<file path="config.mk">
export PLATFORM = sky130hd
export DESIGN_NAME = fxdiv_flat
export DESIGN_NICKNAME = d
export VERILOG_FILES = /design/src/rtl/picomips_pkg.sv /design/src/rtl/fxdiv_if.sv /design/src/rtl/fxdiv_step.sv /design/src/rtl/fxdiv.sv /design/src/flat_wrapper.sv
export SDC_FILE = /design/constraint.sdc
export NUM_CORES = 1
export LEC_CHECK = 0
export CAP_MARGIN = 10
export CORE_MARGIN = 2
export CORE_UTILIZATION = 45
export CTS_CLUSTER_DIAMETER = 120
export CTS_CLUSTER_SIZE = 25
export DETAILED_ROUTE_END_ITERATION = 7
export PLACE_DENSITY = 0.61
export SLEW_MARGIN = 30
export SYNTH_ARGS = -nofsm -noshare
export SYNTH_HDL_FRONTEND = slang
export SYNTH_SLANG_ARGS = --single-unit
</file>
<file path="constraint.sdc">
create_clock -name clk -period 2.5 [get_ports clk]
set_clock_uncertainty 0.05 [all_clocks]
set_input_delay 0.5 -clock clk [delete_from_list [all_inputs] [get_ports clk]]
set_output_delay 0.5 -clock clk [all_outputs]
set_load 0.05 [all_outputs]
</file>
<file path="src/rtl/picomips_pkg.sv">
// Shared picoMIPS definitions: ALU/controller function codes, the fxdiv
// state encoding and the fixed-point format constants.
package picomips_pkg;

   localparam int FXDIV_N   = 8;
   localparam int FRAC_BITS = FXDIV_N - 1;

   // RDIV drives the fractional divider that sits beside the ALU
   typedef enum logic [2:0] {
      ADD, ADDI, SUB, SUBI, MUL, MULI, RDIV
   } func_t;

   typedef enum logic [1:0] {
      IDLE, CALC, FIN
   } fxdiv_state_t;

   // largest positive Q1.(n-1) code
   function automatic int qmax(input int n);
      return (1 << (n - 1)) - 1;
   endfunction

   // most negative Q1.(n-1) code
   function automatic int qmin(input int n);
      return -(1 << (n - 1));
   endfunction

   localparam int QMAX = qmax(FXDIV_N);
   localparam int QMIN = qmin(FXDIV_N);

endpackage

</file>
<file path="src/rtl/fxdiv_if.sv">
// Controller <-> fxdiv start/busy/done handshake with operands and result.
interface fxdiv_if #(parameter int N = 8);
   logic         start;
   logic [N-1:0] a;
   logic [N-1:0] b;
   logic         busy;
   logic         done;
   logic [N-1:0] q;
   logic         ovf;
   logic         dz;

   modport master (output start, a, b, input busy, done, q, ovf, dz);
   modport slave  (input start, a, b, output busy, done, q, ovf, dz);
endinterface

</file>
<file path="src/rtl/fxdiv_step.sv">
// One restoring-division step: trial subtract of the divisor magnitude from
// the shifted partial remainder.
module fxdiv_step #(parameter int N = 8) (
   input  logic [N:0]   rem_in,
   input  logic [N-1:0] div,
   output logic [N-1:0] rem_out,
   output logic         qbit
);
   logic [N-1:0] diff;

   // after a successful subtract the remainder is below |b|, so N bits hold it
   always_comb begin
      qbit    = (rem_in >= {1'b0, div});
      diff    = rem_in[N-1:0] - div;
      rem_out = qbit ? diff : rem_in[N-1:0];
   end
endmodule

</file>
<file path="src/rtl/fxdiv.sv">
// Sequential signed Q1.(n-1) divider, one quotient bit per clock, saturating.
// Optional build macro: FXDIV_ROUND_EN (round half away from zero instead of
// truncating toward zero).
//
// state | meaning
// IDLE  | waiting for start, operands captured on start
// CALC  | shift-subtract iterations, N_IT cycles
// FIN   | sign, round/saturate, register result, pulse done
module fxdiv
   import picomips_pkg::*;
#(
   parameter int N = FXDIV_N
) (
   input  logic   clk,
   input  logic   nReset,
   fxdiv_if.slave bus
);
   localparam int F   = N - 1;
   localparam int NIT = N + F;
   localparam int DW  = 2 * N - 1;
   localparam int MW  = NIT + 1;
   localparam int CW  = $clog2(NIT + 1);

   localparam logic [N-1:0]  Q_MAX   = N'(qmax(N));
   localparam logic [N-1:0]  Q_MIN   = N'(qmin(N));
   localparam logic [MW-1:0] MAG_POS = MW'(qmax(N));
   localparam logic [MW-1:0] MAG_NEG = MW'(-qmin(N));

   fxdiv_state_t   state, state_nxt;
   logic           sign, a_neg;
   logic [N-1:0]   mag_b;
   logic [DW-1:0]  dvd;
   logic [N-1:0]   rem;
   logic [NIT-1:0] quo;
   logic [CW-1:0]  cnt;
   logic           busy_r, done_r, ovf_r, dz_r;
   logic [N-1:0]   q_r;

   logic [N-1:0]   a_abs, b_abs;
   logic [N:0]     rem_sh;
   logic [N-1:0]   rem_nxt;
   logic           qbit;
   logic [MW-1:0]  mag;
   logic [N-1:0]   q_fin;
   logic           ovf_fin, dz_fin;

   // magnitudes as unsigned n-bit values; the most negative code maps to 2^(n-1)
   assign a_abs  = bus.a[N-1] ? (~bus.a + 1'b1) : bus.a;
   assign b_abs  = bus.b[N-1] ? (~bus.b + 1'b1) : bus.b;
   assign rem_sh = {rem, dvd[DW-1]};

   fxdiv_step #(.N(N)) u_step (
      .rem_in  (rem_sh),
      .div     (mag_b),
      .rem_out (rem_nxt),
      .qbit    (qbit)
   );

   // state register
   always_ff @(posedge clk or negedge nReset) begin
      if (!nReset) state <= IDLE;
      else         state <= state_nxt;
   end

   // next-state decode
   always_comb begin
      state_nxt = state;
      case (state)
         IDLE:    if (bus.start) state_nxt = CALC;
         CALC:    if (cnt == CW'(1)) state_nxt = FIN;
         FIN:     state_nxt = IDLE;
         default: state_nxt = IDLE;
      endcase
   end

   // final magnitude, sign application, saturation and divide-by-zero override
   always_comb begin
      mag = {1'b0, quo};
`ifdef FXDIV_ROUND_EN
      if ({rem, 1'b0} >= {1'b0, mag_b}) mag = mag + 1'b1;
`endif
      q_fin   = mag[N-1:0];
      ovf_fin = 1'b0;
      dz_fin  = 1'b0;
      if (mag_b == '0) begin
         dz_fin = 1'b1;
         q_fin  = a_neg ? Q_MIN : Q_MAX;
      end else if (!sign) begin
         if (mag > MAG_POS) begin
            q_fin   = Q_MAX;
            ovf_fin = 1'b1;
         end
      end else if (mag > MAG_NEG) begin
         q_fin   = Q_MIN;
         ovf_fin = 1'b1;
      end else begin
         q_fin = ~mag[N-1:0] + 1'b1;
      end
   end

   // datapath and registered outputs
   always_ff @(posedge clk or negedge nReset) begin
      if (!nReset) begin
         sign   <= 1'b0;
         a_neg  <= 1'b0;
         mag_b  <= '0;
         dvd    <= '0;
         rem    <= '0;
         quo    <= '0;
         cnt    <= '0;
         busy_r <= 1'b0;
         done_r <= 1'b0;
         q_r    <= '0;
         ovf_r  <= 1'b0;
         dz_r   <= 1'b0;
      end else begin
         done_r <= 1'b0;
         case (state)
            IDLE: if (bus.start) begin
               sign   <= bus.a[N-1] ^ bus.b[N-1];
               a_neg  <= bus.a[N-1];
               mag_b  <= b_abs;
               dvd    <= {a_abs, {F{1'b0}}};
               rem    <= '0;
               quo    <= '0;
               cnt    <= CW'(NIT);
               busy_r <= 1'b1;
            end
            CALC: begin
               dvd <= {dvd[DW-2:0], 1'b0};
               rem <= rem_nxt;
               quo <= {quo[NIT-2:0], qbit};
               cnt <= cnt - 1'b1;
            end
            FIN: begin
               q_r    <= q_fin;
               ovf_r  <= ovf_fin;
               dz_r   <= dz_fin;
               done_r <= 1'b1;
               busy_r <= 1'b0;
            end
            default: ;
         endcase
      end
   end

   assign bus.busy = busy_r;
   assign bus.done = done_r;
   assign bus.q    = q_r;
   assign bus.ovf  = ovf_r;
   assign bus.dz   = dz_r;
endmodule

</file>
<file path="src/flat_wrapper.sv">
// flat-port wrapper written by rule: the top's interface ports become plain ports
module fxdiv_flat import picomips_pkg::*;
#(
   parameter int N = FXDIV_N
)
  (clk, nReset, bus_start, bus_a, bus_b, bus_busy, bus_done, bus_q, bus_ovf, bus_dz);
  fxdiv_if #(.N(N)) bus_i ();
  input  logic clk;
  input  logic nReset;
  input wire logic [$bits(bus_i.start)-1:0] bus_start;
  input wire logic [$bits(bus_i.a)-1:0] bus_a;
  input wire logic [$bits(bus_i.b)-1:0] bus_b;
  output wire logic [$bits(bus_i.busy)-1:0] bus_busy;
  output wire logic [$bits(bus_i.done)-1:0] bus_done;
  output wire logic [$bits(bus_i.q)-1:0] bus_q;
  output wire logic [$bits(bus_i.ovf)-1:0] bus_ovf;
  output wire logic [$bits(bus_i.dz)-1:0] bus_dz;
  assign bus_i.start = bus_start;
  assign bus_i.a = bus_a;
  assign bus_i.b = bus_b;
  assign bus_busy = bus_i.busy;
  assign bus_done = bus_i.done;
  assign bus_q = bus_i.q;
  assign bus_ovf = bus_i.ovf;
  assign bus_dz = bus_i.dz;
  fxdiv #(.N(N)) u_core (.clk(clk), .nReset(nReset), .bus(bus_i));
endmodule
</file>
After elaboration in Yosys (flattened, before gate mapping). Cells that the tools add are included.

Bits in registers: 66. Bits of input ports: 19. Output and inout port bits: 12.

Add/subtract/negate cells: 5. Magnitude comparators: 3. Equal/unequal tests: 5. Multiplexer cells: 27. Bitwise gates (word level): 4. Reductions and logical operators: 8.

Operator list (count): 8-bit 2-to-1 mux (9); 15-bit case mux with 2 select lines (2); 15-bit 2-to-1 mux (2); 8-bit by 1-bit adder with 8-bit output, second input constant (3); 8-bit NOT (3); 8-bit case mux with 2 select lines (1); 15-bit by 7-bit > comparator with 1-bit output, second input constant (1); 15-bit by 8-bit > comparator with 1-bit output, second input constant (1); 9-bit by 8-bit greater-or-equal comparator with 1-bit output (1); 8-bit logical NOT (1); 4-bit case mux with 2 select lines (1); 2-bit AND reduction (4); 8-bit subtractor (1); 1-bit 2-to-1 mux (7); 4-bit by 1-bit == test with 1-bit output, second input constant (1); 2-bit 2-to-1 mux (2); 4-bit 2-to-1 mux (1); 2-bit case mux with 2 select lines (1); 2-bit nonzero test (2); 4-bit by 1-bit subtractor with 4-bit output, second input constant (1); 2-bit by 1-bit == test with 1-bit output, second input constant (1); 2-bit == test, second input constant (1); 2-bit logical NOT (1); 2-bit by 1-bit inequality test with 1-bit output, second input constant (1); 3 further kinds (3).

Logic depth before layout (Yosys ltp).
Depth in word-level cells: 5. Mapped depth: 8. Gate-level depth less buffers: 8.

By module. A second synthesis with hierarchy kept.

Cells, all modules: 378. Area, all modules: 3458.3 µm².

Modules (own cells, without submodules): fxdiv (instances 1, cells each 309, area an instance 2937.8 µm², seq. area each 1476.4 µm²); fxdiv_step (instances 1, cells each 69, area an instance 520.5 µm², seq. area each 0.0 µm²).

Worst setup path before layout. Ideal clock, no wire load.

Path kind: reg-to-reg. From: reg u_core.mag_b[6]. To: reg u_core.rem[3]. Library setup time: 104 ps. Data arrival time: 1906 ps. Required time: 2346 ps. Path slack: 441 ps. Stages on the path, launching flop included: 9. Buffers on the path: 1. Period minus slack after synthesis: 2059 ps. Cell sequence: dfrtp_1 > inv_1 > ha_1 > and4_1 > and2_1 > a221oi_2 > buf_2 > nand3_1 > o311ai_1.

Cells in the longest elaborated chain, start to end: 3.

RTL lines: start, declared (RTL line fxdiv.sv:31) `logic [N-1:0] mag_b;`; start signal, assigned (RTL line fxdiv.sv:122) `mag_b <= b_abs;`; 9-bit by 8-bit greater-or-equal comparator with 1-bit output (RTL line fxdiv_step.sv:13) `qbit = (rem_in >= {1'b0, div});`; 8-bit 2-to-1 mux (RTL line fxdiv_step.sv:15) `rem_out = qbit ? diff : rem_in[N-1:0];`; 8-bit case mux with 2 select lines (RTL line fxdiv.sv:118) `case (state)`; end signal, assigned (RTL line fxdiv.sv:131) `rem <= rem_nxt;`; end, declared (RTL line fxdiv.sv:33) `logic [N-1:0] rem;`.

Every way passes these cells. A chain may end at the register's enable or synchronous reset.

Worst setup path after layout.
From: reg u_core.quo[0]. To: reg u_core.q_r[3] (netlist: u_core.bus.q[3]).

Cells in the longest elaborated chain, start to end: 5. Elaborated cells on any way between the ends: 8.

RTL lines: start, declared (RTL line fxdiv.sv:34) `logic [NIT-1:0] quo;`; start signal, assigned (RTL line fxdiv.sv:132) `quo <= {quo[NIT-2:0], qbit};`; branches (longest 3 deep; another with 15-bit by 7-bit > comparator with 1-bit output); 8-bit 2-to-1 mux * (RTL line fxdiv.sv:88) `end else if (!sign) begin`; 8-bit 2-to-1 mux * (RTL line fxdiv.sv:85) `if (mag_b == '0) begin`; end signal, assigned (RTL line fxdiv.sv:136) `q_r <= q_fin;`; end, declared (RTL line fxdiv.sv:37) `logic [N-1:0] q_r;`.

Every way passes the cells marked *.

==> results.yml <==
global_route:
  gr-total-overflow: 0
  grt_pass1_wl_um: 13200
  grtUsageTotal_pct: 19.84
  antenna_found_initial: 0
  grt_pass1_vias: 2681
  grt_max_degree: 60
yosys:
  synth_area_um2: 3346
  yosys-top-cells-area: "dfrtp_1 (44%), ha_1 (5.2%), nand2_1 (5.2%)"
  async_reset_ff_share_pct: 100.0
  syn_nets: 389
  post_synth_num_cell_types: 55
  synth_warnings: 0
  yosysTopAreaCellShare_pct: 44.13
  yosysTopAreaCell: "dfrtp_1"
  synth_edf_count: 0
  avgSynthCellArea_um2: 9.425
  ys.flop_type: "dfrtp_1"
  synth_seq_cells: 59
  syn_inst: 355
  ys_seq_area_share_pct: 44.13
finish:
  layout_commonest_cell: "dfrtp_1"
  final_cell_mix: "dfrtp_1 (59), nand2_1 (46), clkdlybuf4s50_1 (29)"
  nFillCells: 687
  area_growth_pct: 19.90
  n_antenna_cell: 0
  final_nets: 429
  layout-drive-gt1-share_pct: 10.75
sta:
  final_max_slew_viol_count: 0
  relSlewSlack_pct: 63.76
  finalSetupViolations: 0
  fin_crit_sh_pct: 89.21
  whs_ps: 98.43
  worst_pin_slew_ps: 539.2
  final.setup.tns_ps: 0
  rsz0062_at_grt: "no"
  clock.fmax_mhz: 448.4
  finalHoldViolCount: 0
  period_minus_slack_ps: 2230
place:
  gp_congestion: 0.8277
  port_buffers: 30
  hpwlAfterDp_um: 5375
detailed_routing:
  first_pass_iters: 4
  num_vias: 2824
  highest_layer: "met4"
  wl_um: 7507
  drt_iter0_markers: 160
  wl_met3_um: 287
  wl_met2_um: 3403
  drc_errors: 0
  wl_met1_um: 3726
  post_drt_via_cell_ratio: 5.659
  wl_per_cell_um: 15.04
  antenna_left: 0
power:
  powerDensity_nw_per_um2: 1389
  ir_drop_uv: 541.8
  p_leak_nw: 1.718
floorplan:
  ios: 31
  initial_utilization_pct: 46.38
  die_h_um: 90.23
  rows: 31
  coreArea_um2: 7214
  die_area_um2: 8141
  fp.dieW_um: 90.23
worst_setup_path:
  required_ps: 2690
  worstPathMaxFanout: 6
  path_cells: "inv_1, ha_1, or3b_4, o41a_4, nor2_4, nand3_2, o2111ai_1"
  end_kind: "flop"
  worstPathArrival_ps: 2420
  path_buf_inv: 1
  r2r_cells: 7
  crit_type: "flop to flop"
  worst_path_max_delay_cell: "dfrtp_1"
  start_kind: "flop"
  r2r-end: "u_core.bus.q[3]"
  cpPeakStageDelay_ps: 460
  critPathTopFamily: "simple AND/OR/NAND/NOR gates"
  rrSetupSlack_ps: 270
  worstReg2RegStart: "u_core.quo[0]"
  cp.depth: 7
clock_network:
  path_clk_slew_ps: 70
  post_cts_buffers: 0
  cts_made_buffers: 9
  cts.sink_count: 59
  htreeDepth: 3
  ctsHoldBuffers: 0
  cts_resized: 0
  clockBufferDepth: 2
  clock_latency_ps: 330
  clockRootBuffer: "clkbuf_8"
  cts_tree: "yes"
min_path:
  worst_hold_path_type: "input port to async pin"
run:
  drv_cap: 0
status:
  outcome: "finished, final reports clean"
-- where the power goes --
| part | switching [W] | internal [W] | leakage [nW] |
|---|---|---|---|
| Sequential | 0.000456 | 0.00139 | 0.735 |
| Clock | 0.000348 | 0.000488 | 0.0947 |
| Combinational | 0.00160 | 0.00129 | 0.889 |
-- routing by layer --
layer,up-vias,GRT usage [%]
li1,1384,-
met1,1360,28.87
met2,72,29.45
met3,8,3.185
met4,0,8.333
met5,-,0
-- worst reg2reg max path, stage by stage, from the launching register on --
cell and delay, ps:
dfrtp_1 460, inv_1 110, ha_1 190, or3b_4 410
o41a_4 410, nor2_4 150, nand3_2 130, o2111ai_1 230
-- area by class of cell --
type / count / area, µm² / share of cell area, %
well taps: 99 / 123.9 / 3.088
inverters: 23 / 86.33 / 2.152
repair buffers: 43 / 405.4 / 10.11
clock inverters: 2 / 35.03 / 0.8734
flip-flops and latches: 59 / 1476 / 36.81
multi-input cells: 259 / 1732 / 43.17
clock buffers: 14 / 152.6 / 3.805
-- sequential cells by signal, indices dropped and copies added, names as in the netlist --
register         flops
u_core.dvd           8
u_core.bus.ovf       1
u_core.bus.q         8
u_core.state         2
u_core.a_neg         1
u_core.bus.busy      1
u_core.rem           8
u_core.sign          1
u_core.mag_b         8
u_core.bus.done      1
u_core.bus.dz        1
u_core.cnt           4
u_core.quo          15
-- how the worst max path moves through the flow --
stage,startpoint,endpoint
final,u_core.quo[0],u_core.bus.q[3]
after detailed placement,bus_a[2],u_core.dvd[12]
after global placement,bus_a[2],u_core.dvd[12]
after CTS,u_core.quo[0],u_core.bus.q[3]
after floorplan,u_core.mag_b[6],u_core.rem[3]
after global routing,u_core.quo[0],u_core.bus.q[3]
-- per-stage QoR --
stage / std cells / utilization, % / instance area (µm²) / setup WS (ps) / total power, W
floorplan: 355 / - / 3346 / 440.6 / 0.003905
global placement: 483 / 53.00 / 3824 / 246.4 / 0.004676
detailed placement: 483 / 53.00 / 3824 / 195.7 / 0.004749
CTS: 499 / 55.60 / 4011 / 272.1 / 0.005604
global route: 499 / 55.60 / 4011 / 113.4 / 0.006083
finish: 499 / 55.60 / 4011 / 269.9 / 0.005570
-- cells by family after synthesis --
family / Yosys count / share of synthesized area [%]
XOR/XNOR: 15 / 3.927
buffers and inverters: 37 / 4.226
AND/OR/NAND/NOR: 122 / 18.81
flip-flops: 59 / 44.13
multiplexers: 4 / 1.234
adder cells (fa/ha/maj): 15 / 5.834
AO/OA/AOI/OAI: 103 / 21.84
-- cell usage after synthesis (3+ instances only) --
master / number
o2111ai_1: 4
inv_2: 3
nor4_1: 5
nand2b_1: 9
nand2_1: 46
nand4_1: 3
o21ai_1: 19
nor3_1: 4
or3_1: 8
xnor2_1: 8
dfrtp_1: 59
xor2_1: 7
o21ai_0: 6
clkbuf_1: 12
mux2i_1: 3
o22ai_1: 10
a22o_1: 13
inv_1: 20
a21oi_1: 17
ha_1: 14
nand3_1: 12
nor2_1: 18
o311ai_1: 4
a211oi_1: 3
o31ai_1: 8
a32oi_1: 3
nor4_2: 3
(Power assumes the default switching activity.)
